--- src/rtl/load_store_unit.sv ---
// Load/store unit: turns one decode-stage memory request into a single bus
// transaction, aligning store data, extending load data, and bounding bus waits.
module load_store_unit #(
  parameter int TIMEOUT = 255
) (
  input  logic        clk,
  input  logic        rst_n,
  input  logic        mem_read,
  input  logic        mem_write,
  input  logic [3:0]  byte_en,
  input  logic        us,
  input  logic [31:0] addr,
  input  logic [31:0] wdata,
  output logic [31:0] rdata,
  output logic        stall,
  output logic        misaligned,
  output logic        fault,
  output logic        bus_req,
  output logic        bus_we,
  output logic [31:0] bus_addr,
  output logic [3:0]  bus_be,
  output logic [31:0] bus_wdata,
  input  logic [31:0] bus_rdata,
  input  logic        bus_ack
);

  localparam int CW = (TIMEOUT < 2) ? 1 : $clog2(TIMEOUT + 1);

  typedef enum logic [1:0] {IDLE, BUS, DONE} state_t;
  typedef enum logic [1:0] {SZ_BYTE, SZ_HALF, SZ_WORD} size_t;

  state_t        state, state_next;
  size_t         req_size, size_q;
  logic [3:0]    size_be;
  logic          req, mis, accept, timeout_hit;
  logic          us_q;
  logic [1:0]    off_q;
  logic [CW-1:0] wait_cnt;
  logic [7:0]    ld_byte;
  logic [15:0]   ld_half;
  logic [31:0]   ld_ext;

  // Request decode; unknown byte_en patterns fall through to a word access.
  always_comb begin
    // NOTE: every signal gets a default first so no path leaves it unassigned (no latch).
    req_size = SZ_WORD;
    size_be  = 4'b1111;
    case (byte_en)
      4'b0001: begin req_size = SZ_BYTE; size_be = 4'b0001; end
      4'b0011: begin req_size = SZ_HALF; size_be = 4'b0011; end
      default: ;
    endcase
  end

  assign req         = mem_read | mem_write;
  assign mis         = ((req_size == SZ_HALF) && addr[0]) ||
                       ((req_size == SZ_WORD) && (addr[1:0] != 2'b00));
  assign accept      = req && !mis;
  assign timeout_hit = (wait_cnt == CW'(TIMEOUT - 1)) && !bus_ack;

  // Load extraction from the captured lane offset and size.
  assign ld_byte = bus_rdata[{off_q, 3'b000} +: 8];
  assign ld_half = off_q[1] ? bus_rdata[31:16] : bus_rdata[15:0];

  always_comb begin
    ld_ext = bus_rdata;
    case (size_q)
      SZ_BYTE: ld_ext = {{24{~us_q & ld_byte[7]}}, ld_byte};
      SZ_HALF: ld_ext = {{16{~us_q & ld_half[15]}}, ld_half};
      default: ;
    endcase
  end

  // State register.
  always_ff @(posedge clk) begin
    // NOTE: sequential state uses non-blocking assignments so all flops update together.
    if (!rst_n) state <= IDLE;
    else        state <= state_next;
  end

  // Next-state logic.
  always_comb begin
    state_next = state;
    case (state)
      IDLE:    if (accept) state_next = BUS;
      BUS:     if (bus_ack || timeout_hit) state_next = DONE;
      default: state_next = IDLE;
    endcase
  end

  // Outputs: stall is combinational so an accepted request holds decode at once.
  always_comb begin
    stall = 1'b0;
    if (rst_n) stall = ((state == IDLE) && accept) || (state == BUS);
  end

  // Bus request registers, wait counter and load result.
  always_ff @(posedge clk) begin
    if (!rst_n) begin
      rdata      <= '0;
      misaligned <= 1'b0;
      fault      <= 1'b0;
      bus_req    <= 1'b0;
      bus_we     <= 1'b0;
      bus_addr   <= '0;
      bus_be     <= '0;
      bus_wdata  <= '0;
      wait_cnt   <= '0;
      us_q       <= 1'b0;
      off_q      <= '0;
      size_q     <= SZ_WORD;
    end else begin
      misaligned <= 1'b0;
      fault      <= 1'b0;
      case (state)
        IDLE: begin
          if (req && mis) begin
            misaligned <= 1'b1;
          end else if (accept) begin
            bus_req   <= 1'b1;
            bus_we    <= !mem_read;
            bus_addr  <= {addr[31:2], 2'b00};
            bus_be    <= size_be << addr[1:0];
            bus_wdata <= wdata << {addr[1:0], 3'b000};
            us_q      <= us;
            off_q     <= addr[1:0];
            size_q    <= req_size;
            wait_cnt  <= '0;
          end
        end
        BUS: begin
          if (bus_ack) begin
            bus_req <= 1'b0;
            if (!bus_we) rdata <= ld_ext;
          end else if (timeout_hit) begin
            // A timed-out access leaves a clean zero rather than stale data.
            bus_req <= 1'b0;
            fault   <= 1'b1;
            rdata   <= '0;
          end else begin
            wait_cnt <= wait_cnt + CW'(1);
          end
        end
        default: ;
      endcase
    end
  end

endmodule

--- config.mk ---
export PLATFORM = sky130hd
export DESIGN_NAME = load_store_unit
export DESIGN_NICKNAME = d
export VERILOG_FILES = /design/src/rtl/load_store_unit.sv
export SDC_FILE = /design/constraint.sdc
export NUM_CORES = 1
export LEC_CHECK = 0
export ABC_AREA = 1
export ABC_CLOCK_PERIOD_IN_PS = 3030
export CELL_PAD_IN_SITES_DETAIL_PLACEMENT = 0
export CELL_PAD_IN_SITES_GLOBAL_PLACEMENT = 1
export CORE_ASPECT_RATIO = 1.25
export CORE_MARGIN = 2
export CORE_UTILIZATION = 33
export DETAILED_ROUTE_END_ITERATION = 8
export PLACE_DENSITY_LB_ADDON = 0.05
export SLEW_MARGIN = 40
export SYNTH_ARGS = -nofsm -noshare
export SYNTH_HDL_FRONTEND = slang
export SYNTH_SLANG_ARGS = --single-unit
--- constraint.sdc ---
create_clock -name clk -period 3.03 [get_ports clk]
set_input_delay 0.4545 -clock clk [delete_from_list [all_inputs] [get_ports clk]]
set_output_delay 0.4545 -clock clk [all_outputs]
set_load 0.01 [all_outputs]
==> out/metrics.yaml <==
antenna_found_initial: 0
synth_enable_flop_cells: 0
postCtsSetupRepairBufs: 0
final_max_slew_viol_count: 0
p_total_mw: 4.58
antenna_cells: 0
cts-buffers-inserted: 17
vias_per_cell: 4.64
number_of_setup_violations_in_the_final_report: 0
setup_ws_ps: 439
min_path_type: "reg -> reg"
worstMarginPinSlew_ps: 784
floorplan.initialDensity_pct: 33.3
cts.sink_count: 117
required_ps: 2580
clk_transition_reported_paths_ps: 60
critical_path_peak_fanout: 6
critical_path_cell_list: "clkdlybuf4s50_1, nor2_1, nand2_1, nand2_1, nand3_2, a21oi_1, clkdlybuf4s50_1"
rows: 53
ctsHtreeMaxLevel: 4
final.min_clock_period_ps: 2590
power_density_cells_nw_per_um2: 546
drv_cap: 0
timing.critical_path.slowest_stage_cell: "sky130_fd_sc_hd__clkdlybuf4s50_1"
synth_top_area_share_pct: 42.2
netlist.top_cell.by_area: "sky130_fd_sc_hd__dfxtp_1"
min_period_over_period_pct: 85.5
dp_hpwl_mm: 12.9
worst-setup-path-type: "in -> out"
setup_tns_ps: 0
timing.critical_path.to_type: "output port"
final_core_util_pct: 50.4
result_of_the_run: "finished clean"
tritoncts: "done"
tritonroute_pass_1_iters: 4
die_area_um2: 17900
drt_iter0_markers: 313
fp.dieH_um: 149
vias: 5785
post-place-cells: 1216
synth.top_cells.by_area: "sky130_fd_sc_hd__dfxtp_1 42%, sky130_fd_sc_hd__nand2_1 20%, sky130_fd_sc_hd__a21oi_1 10%"
synth_seq_cells: 117
postCtsResizedCells: 0
worst_slew_margin_rel_pct: 47.8
most_common_library_cells_after_synthesis: "293 x sky130_fd_sc_hd__nand2_1, 117 x sky130_fd_sc_hd__dfxtp_1, 114 x sky130_fd_sc_hd__a21oi_1"
place_congestion: 0.824
synthesis.area_per_instance_um2: 6.75
postCtsHoldBufs: 0
layout-drive-gt1-share_pct: 9.34
die_x_um: 120
final-instance-count-excl-fill: 1248
place_worst_setup_slack_ps: 433
startpoint_type: "input port"
achievable-frequency_mhz: 386
io-pin-count: 211
area_delta_synth_final_pct: 51.2
grt_start_max_net_pins: 60
yosys.cell_types.count: 36
drt_drc_violations_left: 0
unrepaired_setup_endpoints_after_global_routing: "false"
syn-cell-area_um2: 5550
fin_skew_ps: 7.89
irDropWorstVdd_mv: 0.378
port-buffer-count: 208
drtAntennaViolNets: 0
worst_skew_pair_later_pin_latency_ps: 410
global_route_wire_length_before_repair_mm: 29.5
worst-endpoint-arrival_ps: 2140
share_of_flip_flops_with_an_asynchronous_set_or_reset_after_synthesis_pct: 0
grt_overflow_total: 0
timing.final.hold_violations: 0
number_of_global_route_vias_before_repair: 5691
cts-root-buf: "sky130_fd_sc_hd__clkbuf_16"
cp_num_buf_inv: 2
synthesis.yosys.warnings: 0
timing.critical_path.max_delay_family: "buffers and inverters"
synth.yosys.seq_area_share_pct: 42.2
routed_length_per_placed_instance_um: 14.7
floorplan.core_area_um2: 16600
totalWireLength_mm: 18.3
global_route.usage.total_pct: 20.8
cts.path.max_buffers: 2
synthCells: 822
postSynth.topFlopCell: "sky130_fd_sc_hd__dfxtp_1"
yosysMostFrequentCell: "sky130_fd_sc_hd__nand2_1"
critPathMaxStageDelay_ps: 550
finish.net_count: 1123
p_leak_nw: 3.21
kinds of logic (layout without fill, tap and decap cells):
logic type / after synthesis / count (layout) / share of synthesized area [%]
flip-flops: 117 / 117 / 42.2
buffers and inverters: 102 / 307 / 8.43
AND/OR/NAND/NOR: 423 / 423 / 31.8
AO/OA/AOI/OAI: 177 / 177 / 17.1
adder cells (fa/ha/maj): 2 / 2 / 0.451
other: 1 / 2 / 0.0676
layout by cell type, fill, tap and decap left out:
cell / netlist / layout
sky130_fd_sc_hd__nand2_2: 12 / 12
sky130_fd_sc_hd__o21ai_1: 2 / 2
sky130_fd_sc_hd__inv_1: 42 / 41
sky130_fd_sc_hd__inv_6: 0 / 2
sky130_fd_sc_hd__nand4_1: 2 / 2
sky130_fd_sc_hd__buf_4: 11 / 16
sky130_fd_sc_hd__nor2_8: 1 / 1
sky130_fd_sc_hd__a21oi_2: 10 / 10
sky130_fd_sc_hd__nand2_1: 293 / 293
sky130_fd_sc_hd__nand3_1: 37 / 37
sky130_fd_sc_hd__nand2_4: 2 / 2
sky130_fd_sc_hd__nor2_4: 1 / 1
sky130_fd_sc_hd__inv_4: 2 / 2
sky130_fd_sc_hd__nand3_2: 1 / 1
sky130_fd_sc_hd__o22ai_1: 8 / 8
sky130_fd_sc_hd__clkinv_4: 0 / 2
sky130_fd_sc_hd__a211oi_2: 1 / 1
sky130_fd_sc_hd__clkbuf_16: 0 / 17
sky130_fd_sc_hd__nor2_2: 2 / 2
sky130_fd_sc_hd__inv_2: 6 / 6
sky130_fd_sc_hd__or2_0: 1 / 1
sky130_fd_sc_hd__ha_1: 2 / 2
sky130_fd_sc_hd__nor2_1: 59 / 59
sky130_fd_sc_hd__conb_1: 1 / 2
sky130_fd_sc_hd__or2_2: 8 / 8
sky130_fd_sc_hd__clkdlybuf4s50_1: 0 / 208
sky130_fd_sc_hd__nand3_4: 1 / 1
sky130_fd_sc_hd__bufinv_16: 0 / 4
sky130_fd_sc_hd__o21ai_0: 40 / 40
sky130_fd_sc_hd__clkinvlp_4: 0 / 5
sky130_fd_sc_hd__dfxtp_1: 117 / 117
sky130_fd_sc_hd__nor3_1: 1 / 1
sky130_fd_sc_hd__nor4_1: 1 / 1
sky130_fd_sc_hd__a21oi_1: 114 / 114
sky130_fd_sc_hd__a211oi_1: 1 / 1
sky130_fd_sc_hd__clkinv_2: 0 / 3
sky130_fd_sc_hd__clkinv_1: 1 / 1
sky130_fd_sc_hd__nor3b_1: 1 / 1
sky130_fd_sc_hd__o21a_1: 1 / 1
registers in the layout, indices dropped and copies added (netlist names), 2 cells and up:
| name | count |
|---|---|
| bus_addr | 30 |
| bus_be | 4 |
| bus_wdata | 32 |
| off_q | 2 |
| rdata | 32 |
| size_q | 2 |
| state | 2 |
| wait_cnt | 8 |
area by class of cell:
cell class              instances  area, µm²
fillers                      1718       8260
flip-flops and latches        117       2340
well taps                     220        275
clock inverters                15        203
multi-input cells             604       2740
clock buffers                  17        425
repair buffers                224       2200
inverters                      51        198
stage by stage:
| step | area, µm² | hold slack, ps |
|---|---|---|
| after global placement | 7760 | 449 |
| after floorplan | 5550 | 462 |
| after detailed placement | 7760 | 451 |
| after CTS | 8390 | 460 |
| final | 8390 | 455 |
| after global routing | 8390 | 472 |
worst register-to-register path, delay by kind of cell, from the launching register on:
family	cells	cell delay, ps
AOI/OAI and AO/OA	1	60
and+or+nand+nor	7	890
buffers and inverters	2	480
DFF	1	300
where the power goes:
part / total (mW) / internal, mW / switching, mW
combinational: 0.765 / 0.364 / 0.401
clock: 2.15 / 1.38 / 0.771
sequential: 1.66 / 1.62 / 0.0446
metal layers:
metal	wire length (µm)	track usage (%)
met1	7680	24.4
met5	0	0
met3	1140	6.65
met4	429	7.94
met2	9050	35.4
path summary, 6_finish.rpt:
kind / end / slack [ps] / startpoint / cells after the start
max reg2reg: rdata[22] / 1160 / off_q[1] / 10
min reg2reg: bus_req / 460 / bus_req / 2
max: stall / 440 / byte_en[3] / 7
min: bus_req / 460 / bus_req / 2
Note: power is estimated with default switching activity, not from simulation.
